===== src/rtl/serial_add_ctrl.sv =====
`default_nettype none
// ============================================================================
//  Module   : serial_add_ctrl
//  Brief    : Bit-serial WIDTH-bit adder controller. One full-add resource
//             (two halfadd cells plus an OR on the carries) is time-shared
//             across the bit positions, LSB first, one bit per clock.
//  Revision : 1.0  initial release
// ============================================================================

// Single-bit half adder: the building block of the shared full-add resource.
module halfadd (
   input  logic a,
   input  logic b,
   output logic s,
   output logic c
);
   assign s = a ^ b;
   assign c = a & b;
endmodule

module serial_add_ctrl #(
   parameter int WIDTH = 8
) (
   input  logic             clk,
   input  logic             rst,
   input  logic             start,
   input  logic [WIDTH-1:0] a,
   input  logic [WIDTH-1:0] b,
   input  logic             cin,
   output logic             ready,
   output logic             busy,
   output logic             done,
   output logic [WIDTH-1:0] sum,
   output logic             cout
);

   localparam int c_CNT_W = (WIDTH > 1) ? $clog2(WIDTH) : 1;
   localparam logic [c_CNT_W-1:0] c_LAST = c_CNT_W'(WIDTH - 1);

   localparam logic [1:0] c_IDLE = 2'd0;
   localparam logic [1:0] c_RUN  = 2'd1;
   localparam logic [1:0] c_DONE = 2'd2;

   logic [1:0]         r_state;
   logic [1:0]         w_state_next;
   logic [WIDTH-1:0]   r_a;        // operand A, shifted right so bit 0 is current
   logic [WIDTH-1:0]   r_b;        // operand B, shifted right so bit 0 is current
   logic               r_carry;    // running carry between bit positions
   logic [WIDTH-1:0]   r_acc;      // partial result, filled MSB-side by shift-in
   logic [c_CNT_W-1:0] r_cnt;      // index of the bit being processed
   logic [WIDTH-1:0]   r_sum;      // published result, only updated on the last bit
   logic               r_cout;

   logic               w_p;        // propagate from first half adder
   logic               w_g0;       // generate from first half adder
   logic               w_g1;       // carry from second half adder
   logic               w_s;
   logic               w_cout;
   logic [WIDTH-1:0]   w_acc_next;
   logic               w_last;

   // Shared full-add resource: two half adders plus an OR on their carries.
   halfadd u_ha0 (.a(r_a[0]), .b(r_b[0]),  .s(w_p), .c(w_g0));
   halfadd u_ha1 (.a(w_p),    .b(r_carry), .s(w_s), .c(w_g1));

   assign w_cout     = w_g0 | w_g1;
   assign w_acc_next = {w_s, r_acc[WIDTH-1:1]};
   assign w_last     = (r_cnt == c_LAST);

   // State register; reset takes priority over any start request.
   always_ff @(posedge clk) begin
      if (rst) r_state <= c_IDLE;
      else     r_state <= w_state_next;
   end

   // Next-state logic: IDLE -> RUN on start, RUN -> DONE after the last bit, DONE -> IDLE.
   always_comb begin
      w_state_next = r_state;
      case (r_state)
         c_IDLE:  if (start)  w_state_next = c_RUN;
         c_RUN:   if (w_last) w_state_next = c_DONE;
         c_DONE:  w_state_next = c_IDLE;
         default: w_state_next = c_IDLE;
      endcase
   end

   // Handshake outputs decoded directly from the state.
   always_comb begin
      ready = 1'b0;
      busy  = 1'b0;
      done  = 1'b0;
      case (r_state)
         c_IDLE:  ready = 1'b1;
         c_RUN:   busy  = 1'b1;
         c_DONE:  done  = 1'b1;
         default: ready = 1'b0;
      endcase
   end

   // Datapath: latch operands on acceptance, then one bit per clock; the
   // visible result is written only with the final bit.
   always_ff @(posedge clk) begin
      if (rst) begin
         r_a     <= '0;
         r_b     <= '0;
         r_carry <= 1'b0;
         r_acc   <= '0;
         r_cnt   <= '0;
         r_sum   <= '0;
         r_cout  <= 1'b0;
      end else begin
         case (r_state)
            c_IDLE: begin
               if (start) begin
                  r_a     <= a;
                  r_b     <= b;
                  r_carry <= cin;
                  r_acc   <= '0;
                  r_cnt   <= '0;
               end
            end
            c_RUN: begin
               r_a     <= r_a >> 1;
               r_b     <= r_b >> 1;
               r_carry <= w_cout;
               r_acc   <= w_acc_next;
               r_cnt   <= r_cnt + c_CNT_W'(1);
               if (w_last) begin
                  r_sum  <= w_acc_next;
                  r_cout <= w_cout;
               end
            end
            default: ;
         endcase
      end
   end

   assign sum  = r_sum;
   assign cout = r_cout;

endmodule
`default_nettype wire

===== config.mk =====
export PLATFORM = sky130hd
export DESIGN_NAME = serial_add_ctrl
export DESIGN_NICKNAME = d
export VERILOG_FILES = /design/src/rtl/serial_add_ctrl.sv
export SDC_FILE = /design/constraint.sdc
export NUM_CORES = 1
export LEC_CHECK = 0
export CORE_MARGIN = 2
export CORE_UTILIZATION = 30
export CTS_CLUSTER_SIZE = 30
export DETAILED_ROUTE_END_ITERATION = 16
export MAX_ROUTING_LAYER = met4
export PLACE_DENSITY = 0.57
export SKIP_CTS_REPAIR_TIMING = 1
export SYNTH_ARGS = -nofsm -noshare
export SYNTH_HDL_FRONTEND = slang
export SYNTH_HIERARCHICAL = 1
export SYNTH_SLANG_ARGS = --single-unit
export TNS_END_PERCENT = 20

===== constraint.sdc =====
create_clock -name clk -period 1.2 [get_ports clk]
set_input_delay 0.24 -clock clk [delete_from_list [all_inputs] [get_ports clk]]
set_output_delay 0.24 -clock clk [all_outputs]
set_load 0.005 [all_outputs]

==> results of run 1 <==
-- power by group through the flow --
stage	logic, mW	clock network [mW]	registers [mW]
2_1_floorplan	0.221	0	1.37
3_3_place_gp	0.368	0	1.38
3_5_place_dp	0.370	0	1.38
4_1_cts	0.371	1.12	1.35
5_1_grt	0.548	1.21	1.36
6_report	0.501	1.10	1.35
-- per-layer routing --
metal / vias up / track usage, % / wire, um
li1: 760 / - / -
met1: 699 / 16.03 / 1898
met2: 27 / 20.78 / 1975
met3: 5 / 3.563 / 154
met4: 0 / 5.263 / 65
met5: - / - / 0
-- layout make-up --
type	instances	area (um^2)	area share [%]
sequential	38	775.7	30.63
tap	70	87.58	3.458
clock inverter	3	45.04	1.779
multi-input combinational	138	974.7	38.49
clock buffer	5	68.82	2.717
timing repair buffer	55	580.6	22.92
-- cells in the final DEF (no fill, tap or decap), types with 2 or more instances in the layout --
| cell type | synthesis | final |
|---|---|---|
| clkinvlp_4 | 0 | 2 |
| or3b_4 | 0 | 9 |
| a21oi_1 | 23 | 10 |
| dfxtp_1 | 38 | 30 |
| ha_4 | 0 | 2 |
| buf_2 | 5 | 2 |
| nand3_1 | 9 | 9 |
| a22oi_1 | 9 | 8 |
| clkbuf_2 | 0 | 2 |
| buf_6 | 2 | 6 |
| nor2_1 | 28 | 24 |
| nand2_1 | 9 | 9 |
| o21ba_4 | 0 | 2 |
| a21oi_2 | 0 | 13 |
| clkdlybuf4s50_1 | 0 | 19 |
| clkbuf_8 | 0 | 5 |
| dfxtp_4 | 0 | 2 |
| nor2_2 | 0 | 3 |
| dfxtp_2 | 0 | 6 |
| buf_4 | 1 | 12 |
| nor3_1 | 16 | 15 |
| buf_12 | 0 | 3 |
| nand2b_1 | 14 | 14 |
| dlymetal6s2s_1 | 0 | 9 |
| or3b_1 | 11 | 5 |
-- kinds of logic (layout without fill, tap and decap cells) --
kind of cell / after synthesis / after routing / share of synthesized area (%)
compound gates: 40 / 41 / 15.37
fa+ha+maj: 4 / 4 / 3.044
buf+inv: 15 / 63 / 4.947
flops: 38 / 38 / 46.27
simple gates: 93 / 93 / 30.37
-- worst paths after layout --
path	from	to	slack, ps	cells past startpoint
min	sum[2]	sum[2]	450	2
min reg2reg	sum[2]	sum[2]	450	2
max reg2reg	r_state[0]	r_b[0]	-100	5
max	cout	cout	-160	1
-- metrics by stage --
stage          setup WS, ps  power [mW]  instance area [um^2]  TNS [ps]  hold slack, ps
6_report             -160.1       2.953                  2532    -970.9           451.9
5_1_grt              -215.1       3.118                  2532     -2142           476.7
4_1_cts              -549.6       2.845                  2220     -6730           456.8
3_5_place_dp         -472.4       1.749                  2106    -12200           445.8
3_3_place_gp         -445.9       1.747                  2106    -11480           443.2
2_1_floorplan        -2.666       1.591                  1645    -2.666           411.8
-- registers in the layout (all words and copies together), names as in the netlist --
name / cells
r_a: 8
r_b: 8
sum: 8
r_acc: 7
r_cnt: 3
r_state: 2
cout: 1
r_carry: 1
==> summary.md, run 1 <==
| Metric | Value |
|---|---|
| Status | complete, but fails checks |
| Failing checks | setup timing |
| Antenna Nets Post-Route | 0 |
| Reg power frac | 45.9% |
| MaxCap Viol Count | 0 |
| Cell variety after synth | 26 |
| Synth-to-layout area growth | 54.03% |
| Non-filler cells in the finished layout | 309 |
| Clk buf depth | 2 |
| CP Capture Type | output port |
| Post-synthesis sequential area ratio | 46.27% |
| Sink Count | 38 |
| Post-synth top area cell | dfxtp_1 |
| Leak | 1.105 nW |
| Nets | 262 |
| Cell chain of the critical path | clkdlybuf4s50_1 |
| GPL Wtd Cong | 0.7354 |
| Layout cells sized above 1 | 33.89% |
| Critical path buffer and inverter count | 1 |
| Max-slew headroom | 87.29% |
| Most common cell in the netlist | dfxtp_1 |
| FILL cells | 491 |
| P_int | 2.225 mW |
| Post-synth EDFFs | 0 |
| Final WS setup | -160.1 ps |
| Cells after synthesis | 190 |
| CTS H-tree depth | 2 |
| Min Tclk post-route | 1360 ps |
| CTS clock-pin slew for the worst setup and hold paths | 80 ps |
| Hold Vio Cnt, Final | 0 |
| RSZ-0062 raised after global routing | yes |
| Dominant cells by area after synthesis | dfxtp_1, a21oi_1, nor2_1, or3b_1, nand2b_1 |
| Gate power share | 17.0% |
| Post-Syn Nets | 214 |
| Main synth FF type | dfxtp_1 |
| Core area | 5205 um^2 |
| Slowest CP cell | clkdlybuf4s50_1 |
| Power density cells | 1166 nW/um^2 |
| Kind of critical path | reg -> out |
| Final setup fails | 11 |
| FF+latch count, synth | 38 |
| CTS tree | yes |
| DRC viols | 0 |
| Critical path arrival | 1120 ps |
| Pre-antenna DRT Iters | 4 |
| Dpl cells | 292 |
| N_diodes | 0 |
| I/O pin total | 32 |
| Synthesis Warnings | 6 |
| Actual slew at the worst max-slew pin | 189.1 ps |
| Root Driver | clkbuf_8 |
| DR vias/cell | 4.825 |
| DR WL/cell | 13.25 um |
| Net Sw Power | 0.7277 mW |
| Clk_lat worst skew | 300 ps |
| Die W | 78.03 um |
| HPWL after DPL | 2366 um |
| Die height | 78.03 um |
| Std-Cell Rows | 26 |
| CTS buffer count | 5 |
| Largest net degree at the start of global routing | 39 |
| Worst path top cell family by delay | buffers and inverters |
| Initial Util | 31.59% |
| Clk_skew | 6.903 ps |
| Total number of vias | 1491 |
| Worst-path fanout max | 2 |
| Remaining Overflow, GRT | 0 |
| Final core utilization | 48.65% |
| Highest clock rate | 735.2 MHz |
| First-pass GRT wire length | 6216 um |
| Vias in the first global route | 1359 |
| Final period util | 113.3% |
| Post-synth top cells | dfxtp_1, nor2_1, a21oi_1, nor3_1, nand2b_1 |
| Hold Crit Class | reg -> reg |
| Clock share of power | 37.2% |
| Startpoint Class | flop |
| Peak supply drop | 0.0005841 V |
| PortBufs | 31 |
| Critical Path RT | 960 ps |
| Starting DRT DRC Count | 120 |
| Die Area | 6089 um^2 |
| Initial antenna violation count | 0 |
| Global Route Usage Sum | 13.15% |
| Max Slew Vio Count | 0 |
| Synth Cell Area | 1644 um^2 |
| Post-synth top area share | 46.27% |
| Syn avg cell area | 8.653 um^2 |
| Critical path's largest stage delay | 490 ps |
| DRT Wirelength | 4094 um |
| Asr flop ratio synth | 0% |
| Switch share | 24.64% |
Note: power is estimated with default switching activity, not from simulation.
==> run 2, diff against run 1 <==
Settings changed: SETUP_SLACK_MARGIN set to 0.2.
==> run 2 against run 1 <==
The run still ends with setup timing left. Final area down 1.6%. Via count down 1.7%. Die area unchanged. Wire length down 10%. First-iteration DRC count down 47%. Combinational power down 8.8%. Register-to-register slack worse by 20 ps. Power up 6.7%. Setup slack better by 41 ps. Clock-buffer cell count up 1. Clock power up 22%.
==> summary.md, run 2 (synthesis results as in run 1) <==
| Metric | Value |
|---|---|
| I/O pin total | 32 (unchanged) |
| Storage cell area | 778.2 um^2 (+0.32%) |
| Final core utilization | 47.86% (-0.79 points) |
| GPL Wtd Cong | 0.7417 (+0.86%) |
| Vias in the first global route | 1341 (-1.3%) |
| Starting DRT DRC Count | 64 (-47%) |
| Worst-path fanout max | 3 (+1) |
| Synth-to-layout area growth | 51.52% |
| DRC viols | 0 (unchanged) |
| CTS tree | yes |
| Layout cells sized above 1 | 37.76% (+3.9 points) |
| Critical path arrival | 1080 ps (-40 ps) |
| Peak supply drop | 0.0006554 V (+12%) |
| Min Tclk post-route | 1319 ps (-40.64 ps) |
| Clk_lat worst skew | 290 ps (about the same) |
| PortBufs | 31 (unchanged) |
| CTS buffer count | 5 (unchanged) |
| Max Slew Vio Count | 0 (unchanged) |
| Tot Pwr | 3.151 mW (+6.7%) |
| DR vias/cell | 4.711 (-2.4%) |
| Nets | 264 (+0.76%) |
| Clk_skew | 9.827 ps (+2.924 ps) |
| Multi-input logic area | 962.2 um^2 (-1.3%) |
| Die W | 78.03 um (unchanged) |
| Sink Count | 38 (unchanged) |
| Hold Crit Class | reg -> reg |
| CP Capture Type | output port |
| Kind of critical path | reg -> out |
| Startpoint Class | flop |
| Std-Cell Rows | 26 (unchanged) |
| Power density cells | 1265 nW/um^2 (+8.5%) |
| Final setup fails | 29 (+18) |
| Final period util | 110.0% (-3.4 points) |
| Global Route Usage Sum | 13.50% (+0.35 points) |
| First-pass GRT wire length | 6368 um (+2.4%) |
| Initial antenna violation count | 0 (unchanged) |
| Remaining Overflow, GRT | 0 (unchanged) |
| CTS clock-pin slew for the worst setup and hold paths | 80 ps (about the same) |
| Commonest non-fill, non-tap cell in the layout | dfxtp_1 |
| RSZ-0062 raised after global routing | yes |
| Pre-antenna DRT Iters | 4 (unchanged) |
| DRT Wirelength | 3681 um (-10%) |
| Actual slew at the worst max-slew pin | 238.6 ps (+49.48 ps) |
| Max-slew headroom | 84.07% (-3.2 points) |
| Highest clock rate | 757.9 MHz (+3.1%) |
| Die Area | 6089 um^2 (unchanged) |
| MaxCap Viol Count | 0 (unchanged) |
| Largest net degree at the start of global routing | 39 (unchanged) |
| Fin area | 2491 um^2 (-1.6%) |
| Leak | 1.012 nW (-8.4%) |
| HPWL after DPL | 2492 um (+5.4%) |
| CTS H-tree depth | 2 (unchanged) |
| N_diodes | 0 (unchanged) |
| Final WS setup | -119.5 ps (+40.64 ps) |
| Root Driver | clkbuf_8 |
| Critical Path RT | 960 ps (about the same) |
| Most frequent cells in the layout | dfxtp_1, nor2_1, buf_4 |
| DP Area | 2210 um^2 (+4.9%) |
| Core area | 5205 um^2 (unchanged) |
| Hold Vio Cnt, Final | 0 (unchanged) |
| Clk buf depth | 2 (unchanged) |
| Initial Util | 31.59% (unchanged) |
| Status | complete, but fails checks |
| Total number of vias | 1465 (-1.7%) |
| Antenna Nets Post-Route | 0 (unchanged) |
| FILL cells | 533 (+8.6%) |
| DR WL/cell | 11.84 um (-11%) |
| Failing checks | setup timing |
| Die height | 78.03 um (unchanged) |
-- run 2: cell count changes in the layout (fill, tap and decap cells not counted), moves of 3 or more --
cell,previous run,this run
buf_4,12,21
clkbuf_2,2,8
dlymetal6s2s_1,9,3
nand3_1,9,3
nand3_2,0,6
or3b_4,9,3
a21oi_2,13,9
or3b_1,5,9
a21oi_1,10,13
-- run 2: path summary, 6_finish.rpt --
check | cells past startpoint | endpoint | start | slack, ps
min reg2reg | 2 | sum[3] | sum[3] | 450
max reg2reg | 5 | r_b[2] | r_state[0] | -120
min | 2 | sum[3] | sum[3] | 450
max | 3 | busy | r_state[0] | -120
-- run 2: per-layer routing --
| layer | vias to the layer above | global-route usage, % | routed length (um) |
|---|---|---|---|
| met3 | 5 | 2.529 | 113 |
| met4 | 0 | 6.316 | 64 |
| met1 | 678 | 17.24 | 1756 |
| li1 | 763 | - | - |
| met2 | 19 | 20.78 | 1747 |
| met5 | - | - | 0 |
-- run 2: worst max-delay path: stages (launching register included) --
cell and delay, ps:
dfxtp_4 360, buf_6 110, and2b_2 200, clkbuf_2 110
-- run 2: final cells by class --
type,count,area share [%]
Clock buffer,6,3.315
Sequential cell,38,31.24
Clock inverter,2,2.411
Tap cell,70,3.516
Timing Repair Buffer,58,20.89
Multi-Input combinational cell,137,38.62
-- run 2: report_power, final --
group / leakage [nW] / internal (mW) / switching, mW
clock: 0.0714 / 0.887 / 0.455
sequential: 0.316 / 1.32 / 0.0358
combinational: 0.624 / 0.261 / 0.195
-- run 2: stage by stage --
step	cells	setup WS, ps	hold WS (ps)	TNS (ps)
3_5_place_dp	297	-499.2	449.6	-12270
5_1_grt	311	-159.6	482.5	-4023
4_1_cts	305	-516.8	461.8	-6563
3_3_place_gp	297	-479.4	445.3	-11740
6_report	311	-119.5	454.3	-2014
2_1_floorplan	190	17.40	411.8	0
==> run 3, diff against run 2 <==
Settings changed: CAP_MARGIN set to 20.
==> results of run 3 <==
The final DEF is identical to that of run 2; final timing and power are the same.
